[src/rtl/store_merge_unit.sv]
// Sub-word store merger: turns SB/SH into read-modify-write on a word-only
// data memory; word stores go straight to a single write.
module store_merge_unit #(
  parameter int ADDR_WIDTH   = 32,
  parameter int READ_LATENCY = 1
) (
  input  logic                  Clk,
  input  logic                  Reset,
  input  logic                  StoreReq,
  input  logic [1:0]            StoreSize,
  input  logic [ADDR_WIDTH-1:0] Address,
  input  logic [31:0]           WriteData,
  output logic                  Busy,
  output logic                  Done,
  output logic                  AlignErr,
  output logic [ADDR_WIDTH-1:0] MemAddress,
  output logic                  MemRead,
  output logic                  MemWrite,
  output logic [31:0]           MemWriteData,
  input  logic [31:0]           MemReadData
);

  typedef enum logic [2:0] {S_IDLE, S_CHECK, S_READ, S_WAIT, S_WRITE} state_t;

  localparam logic [1:0] SZ_WORD = 2'b00;
  localparam logic [1:0] SZ_HALF = 2'b01;
  localparam logic [1:0] SZ_BYTE = 2'b10;

  state_t                state;
  logic [ADDR_WIDTH-1:0] a_addr;
  logic [1:0]            a_size;
  logic [31:0]           a_wdata;
  logic [2:0]            cnt;
  logic [ADDR_WIDTH-1:0] waddr;

  assign waddr = {a_addr[ADDR_WIDTH-1:2], 2'b00};

  function automatic logic illegal(input logic [1:0] sz, input logic [1:0] off);
    return (sz == 2'b11) || (sz == SZ_HALF && off[0]) || (sz == SZ_WORD && off != 2'b00);
  endfunction

  // Little-endian lane insert; bits of wd above the store size are dropped.
  function automatic logic [31:0] merge(input logic [31:0] rd, input logic [31:0] wd,
                                        input logic [1:0] sz, input logic [1:0] off);
    logic [31:0] m;
    m = rd;
    if (sz == SZ_BYTE) begin
      case (off)
        2'd0: m[7:0]   = wd[7:0];
        2'd1: m[15:8]  = wd[7:0];
        2'd2: m[23:16] = wd[7:0];
        default: m[31:24] = wd[7:0];
      endcase
    end else if (off[1]) begin
      m[31:16] = wd[15:0];
    end else begin
      m[15:0] = wd[15:0];
    end
    return m;
  endfunction

  always_ff @(posedge Clk) begin
    if (Reset) begin
      state        <= S_IDLE;
      a_addr       <= '0;
      a_size       <= '0;
      a_wdata      <= '0;
      cnt          <= '0;
      Busy         <= 1'b0;
      Done         <= 1'b0;
      AlignErr     <= 1'b0;
      MemRead      <= 1'b0;
      MemWrite     <= 1'b0;
      MemAddress   <= '0;
      MemWriteData <= '0;
    end else begin
      Done     <= 1'b0;
      AlignErr <= 1'b0;
      MemRead  <= 1'b0;
      MemWrite <= 1'b0;
      case (state)
        S_IDLE: begin
          if (StoreReq) begin
            a_addr   <= Address;
            a_size   <= StoreSize;
            a_wdata  <= WriteData;
            // Error pulse is registered so it lands exactly on the CHECK cycle.
            AlignErr <= illegal(StoreSize, Address[1:0]);
            Busy     <= 1'b1;
            state    <= S_CHECK;
          end
        end
        S_CHECK: begin
          if (AlignErr) begin
            Busy  <= 1'b0;
            state <= S_IDLE;
          end else if (a_size == SZ_WORD) begin
            MemWrite     <= 1'b1;
            Done         <= 1'b1;
            MemAddress   <= waddr;
            MemWriteData <= a_wdata;
            state        <= S_WRITE;
          end else begin
            MemRead    <= 1'b1;
            MemAddress <= waddr;
            state      <= S_READ;
          end
        end
        S_READ: begin
          cnt   <= 3'(READ_LATENCY);
          state <= S_WAIT;
        end
        S_WAIT: begin
          if (cnt == 3'd1) begin
            MemWriteData <= merge(MemReadData, a_wdata, a_size, a_addr[1:0]);
            MemWrite     <= 1'b1;
            Done         <= 1'b1;
            state        <= S_WRITE;
          end else begin
            cnt <= cnt - 3'd1;
          end
        end
        S_WRITE: begin
          Busy  <= 1'b0;
          state <= S_IDLE;
        end
        default: begin
          Busy  <= 1'b0;
          state <= S_IDLE;
        end
      endcase
    end
  end

endmodule

[config.mk]
export PLATFORM = sky130hd
export DESIGN_NAME = store_merge_unit
export DESIGN_NICKNAME = d
export VERILOG_FILES = /design/src/rtl/store_merge_unit.sv
export SDC_FILE = /design/constraint.sdc
export NUM_CORES = 1
export LEC_CHECK = 0
export CORE_AREA = 2 2 124 126
export DETAILED_ROUTE_END_ITERATION = 6
export DIE_AREA = 0 0 126 128
export PLACE_DENSITY = 0.68
export SLEW_MARGIN = 10
export SYNTH_ARGS = -nofsm -noshare
export SYNTH_HDL_FRONTEND = slang
export SYNTH_SLANG_ARGS = --single-unit
[constraint.sdc]
create_clock -name Clk -period 2.15 [get_ports Clk]
set_input_delay 0.215 -clock Clk [delete_from_list [all_inputs] [get_ports Clk]]
set_output_delay 0.215 -clock Clk [all_outputs]
set_load 0.05 [all_outputs]
# Word-level counts from Yosys, hierarchy flattened
# Index checks and enable logic that the tools add are counted.
totals:
  input_bits: 101
  register_bits: 138
op_classes:
  n_reduce_logical: 21
  add_sub_neg: 1
  muxes: 26
  n_bitwise: 5
  eq_ne: 15
op_table:
  columns: ["cell", "count"]
  rows:
  - ["$mux 32", 4]
  - ["$pmux 32 s2", 1]
  - ["$mux 16", 2]
  - ["$mux 8", 4]
  - ["$mux 3", 5]
  - ["$ne 2x2->1 const B", 6]
  - ["$pmux 3 s4", 1]
  - ["$reduce_or 3->1", 3]
  - ["$reduce_and 2->1", 4]
  - ["$eq 2x2->1 const B", 3]
  - ["$eq 3x1->1 const B", 2]
  - ["$eq 3x2->1 const B", 2]
  - ["$logic_not 2->1", 3]
  - ["$mux 1", 6]
  - ["$pmux 3 s2", 1]
  - ["$reduce_bool 2->1", 3]
  - ["$not 1->1", 5]
  - ["$eq 2x1->1 const B", 2]
  - ["$reduce_and 4->1", 1]
  - ["$logic_not 3->1", 1]
  - ["$pmux 1 s3", 1]
  - ["$reduce_and 3->1", 1]
  - ["$sub 3x1->3 const B", 1]
  - ["$logic_and 1x1->1", 2]
  - ["3 further kinds", 4]

# Longest topological paths before layout
depth:
  ltp_word: 6
  mapped_depth: 8
  mapped_depth_nobuf: 6

# Worst setup path before layout
# OpenSTA, ideal clock, no wires.
synth_path:
  path_kind: "reg-to-reg"
  from: "register AlignErr"
  to: "register MemWriteData[30]"
  required_time_ns: 2.002
  path_stages_with_launch: 8
  arrival_ns: 1.870
  setup_slack_ns: 0.132
  setup_time_ns: 0.148
  n_path_buf: 3
  cell_sequence: "dfxtp_1 > or4b_4 > buf_6 > o32a_1 > buf_6 > buf_6 > a21oi_1 > a211oi_1"
synth_via:
  elab_chain_len: 2
synth_rtl:
  columns: ["item", "line", "source"]
  rows:
  - ["from (decl)", "15", "output logic AlignErr,"]
  - ["from (signal assigned)", "88", "AlignErr <= illegal(StoreSize, Address[1:0]);"]
  - ["$ne 2x2->1 (no line)", null, null]
  - ["$reduce_and 4->1 (no line)", null, null]
  - ["to (signal assigned)", "101", "MemWriteData <= a_wdata;"]
  - ["to (signal assigned)", "115", "MemWriteData <= merge(MemReadData, a_wdata, a_size, a_addr[1:0]);"]
  - ["to (decl)", "19", "output logic [31:0] MemWriteData,"]
# No other way between the ends.
# A chain may end at the register's enable or synchronous reset.

# Worst setup path in the final report
layout_path:
  from: "register state[0]"
  to: "register MemWriteData[29]"
layout_via:
  elab_chain_len: 3
  word_cells_on_any_way: 8
layout_rtl:
  columns: ["item", "line", "source"]
  rows:
  - ["from (decl)", "29", "state_t state;"]
  - ["from (signal assigned)", "64", "state <= S_IDLE;"]
  - ["from (signal assigned)", "90", "state <= S_CHECK;"]
  - ["from (signal assigned)", "96", "state <= S_IDLE;"]
  - ["$eq 3x2->1 or $eq 3x1->1 (tied branches)", "81", "case (state)"]
  - ["$ne 2x2->1 (no line) or $reduce_bool 2->1 (tied branches)", null, null]
  - ["$reduce_and 4->1 (no line)", null, null]
# Several ways; a longest one is shown, not always the timed one.

==> summary.md <==
| Metric | Value |
|---|---|
| Status | `completed` |
| Sw Pwr | `1.95 mW` |
| Die H | `128 um` |
| CP Data Required Time | `2.44 ns` |
| Detail Route Antenna Nets | `0` |
| TritonCTS clock tree | `built` |
| Clk slew on worst S/H paths | `0.06 ns` |
| Diode count | `0` |
| Pin count of the biggest net entering global routing | `67` |
| Cell Rows | `45` |
| Drt first pass iters | `6` |
| Max-Cap Viols | `0` |
| Register area share after synthesis | `47.9%` |
| CP Launch Point | `state[0]` |
| PnR worst setup slack | `0.172 ns` |
| Fmax | `506 MHz` |
| Main synth FF type | `dfxtp_1` |
| Iteration-0 DRC Markers | `319` |
| R2r worst-path depth | `5` |
| Clock Path Buffers | `2` |
| Mapped Cells | `705` |
| EDFF count, synth | `0` |
| Routed wire length | `16.8 mm` |
| Top post-synthesis cells by area | `dfxtp_1 (48%), nand2_1 (14%), a21oi_1 (10%)` |
| Vias post-DR | `5357` |
| Post-CTS Resized | `0` |
| Asr flop ratio synth | `0%` |
| Crit Path Max Fanout | `20` |
| Crit. End Element | `flip-flop` |
| Critical Path AT | `2.27 ns` |
| Wire per inst | `15.9 um` |
| FF-to-FF Start | `state[0]` |
| Core Box Area | `0.0149 sq mm` |
| Synth cell types | `41` |
| Final nets | `960` |
| FF-to-FF setup slack | `0.17 ns` |
| Tot GR Track Use | `20.7%` |
| Setup TNS | `0 ns` |
| Leak | `2.84 nW` |
| PD cells | `826 mW/mm^2` |
| Mapped Area | `0.00577 sq mm` |
| Clk root buf | `clkbuf_16` |
| Worst skew pair latency | `0.42 ns` |
| Initial antenna violation count | `0` |
| # Post-CTS Setup Buffers | `0` |
| Htree depth | `4` |
| Minimum clock period | `1.98 ns` |
| Synth Warn # | `0` |
| GPL Wtd Cong | `0.817` |
| Met2 global-route usage | `33.2%` |
| Via/cell ratio | `5.07` |
| Ports | `170` |
| Area of the die | `0.0161 sq mm` |
| Power share of the combinational group | `17.3%` |
| First-pass GRT wire length | `26.3 mm` |
| Worst Setup EP | `MemWriteData[29]` |
| Final Cycle Share | `92.0%` |
| Final setup vio count | `0` |
| GR Layer Usage met1 | `26.7%` |
| Critical Path Start Type | `flip-flop` |
| Class of the worst hold path | `in -> reg` |
| Layout cells sized above 1 | `10.6%` |
| Drc violations | `0` |
| Fin. max-slew vios | `0` |
| Initial Util | `38.8%` |
| Area grow syn2layout | `42.2%` |
| Grt total ovfl | `0` |
| Synth top area share | `47.9%` |
| Pre-CTS setup slack | `0.192 ns` |
| I/O Buffers | `167` |
| Global route hottest layer | `met2` |
| Peak supply drop | `0.000539 V` |
| Clk pwr share | `40.8%` |
| Syn avg cell area | `8.19 sq um` |
| Number of global-route vias before repair | `5027` |
| DP HPWL | `11.6 mm` |
| M3 GR Usage | `6.22%` |
| Slew @ Worst Pin | `0.557 ns` |
| Setup Skew | `0.00529 ns` |
| Clk sinks | `138` |
| Cell Int Power | `4.83 mW` |
| RSZ-0062 raised after global routing | `false` |
| Synthesized flop and latch total | `138` |
| Sequential Power Share | `41.9%` |
| Die X | `126 um` |
| Final hold vios | `0` |
| CTS Buf Count | `17` |
| Slew Limit Headroom | `62.7%` |
| Worst R2R End | `MemWriteData[29]` |
| Hold-fix buffers, CTS | `0` |
| Crit path kind | `reg -> reg` |
| Sw Share | `28.7%` |
| Area leader, netlist | `dfxtp_1` |
[flip-flops by register name, indices dropped and copies added, names as in the netlist]
signal	cells
MemWriteData	32
MemAddress	30
state	3
MemWrite	1
MemRead	1
Busy	1
a_wdata	32
AlignErr	1
cnt	3
a_size	2
a_addr	32
[metrics by stage]
stage / util (%) / hold WS [ns] / std cells / instance area [sq um] / power (mW)
floorplan: - / 0.337 / 706 / 5770 / 3.58
detailed placement: 51.4 / 0.442 / 1026 / 7650 / 4.07
CTS: 55.2 / 0.215 / 1057 / 8210 / 6.84
finish: 55.2 / 0.227 / 1057 / 8210 / 6.78
global placement: 51.4 / 0.438 / 1026 / 7650 / 4.06
global route: 55.2 / 0.226 / 1057 / 8210 / 7.05
[layer usage]
metal | vias up | wire length, um
met4 | 0 | 226
li1 | 2704 | -
met5 | - | 0
met3 | 17 | 1240
met2 | 158 | 7990
met1 | 2478 | 7320
[placed cells by master, fill, tap and decap left out, drive strengths merged, types with 9 or more instances in the layout]
cell / instances
buf: 28
nor2: 29
clkbuf: 19
clkdlybuf4s50: 166
nand2: 212
inv: 17
a211oi: 26
a21o: 9
a21oi: 124
o21ai: 20
dfxtp: 138
[logic make-up after synthesis]
group	synth area share [%]
compound gates	24.8
xor+xnor	0.152
fa+ha+maj	0.434
buf+inv	6.16
flops	47.9
mux	1.39
other cells	0.0650
simple gates	19.2
[worst max-delay path, stage by stage (launching register included)]
cell and delay [ns]:
dfxtp_1 0.40, or4b_4 0.52, o32a_1 0.44, buf_12 0.22
a21oi_1 0.18, a211oi_2 0.10
[cells in the mapped netlist, types with 2 or more instances]
library cell / count
a2111oi_0: 2
a211oi_1: 10
a211oi_2: 16
a21boi_0: 8
a21o_1: 9
a21oi_1: 121
a21oi_2: 3
a221o_1: 8
a31o_2: 8
buf_1: 4
buf_2: 2
buf_4: 3
buf_6: 8
clkbuf_1: 45
dfxtp_1: 138
ha_1: 2
inv_1: 13
mux2i_1: 8
nand2_1: 212
nand2b_1: 2
nand3_1: 2
nand3b_1: 2
nor2_1: 29
nor2b_1: 2
o21ai_0: 19
o221ai_1: 6
o221ai_2: 2
or4bb_1: 8
[final cells by class]
type,instances,area (sq um)
Fill cell,1413,6660
Clock inverter,12,116
Timing Repair Buffer,194,1930
Inverter,13,48.8
Multi-Input combinational cell,493,2670
Sequential cell,138,2760
Tap cell,188,235
Clock buffer,19,443
[power by group through the flow]
stage | combinational (mW) | sequential, mW | clock, mW
2_1_floorplan | 0.510 | 3.07 | 0
6_report | 1.17 | 2.84 | 2.76
3_3_place_gp | 1.17 | 2.90 | 0
4_1_cts | 1.18 | 2.84 | 2.81
3_5_place_dp | 1.18 | 2.90 | 0
5_1_grt | 1.27 | 2.86 | 2.92
[worst min path at each step]
stage / start / to / cells past startpoint
after floorplan: StoreSize[1] / AlignErr / 1
after CTS: Reset / MemRead / 2
after detailed placement: a_addr[21] / MemAddress[21] / 2
final: Reset / MemRead / 2
after global routing: Reset / MemRead / 2
after global placement: a_addr[27] / MemAddress[27] / 2
Note: power is estimated with default switching activity, not from simulation.
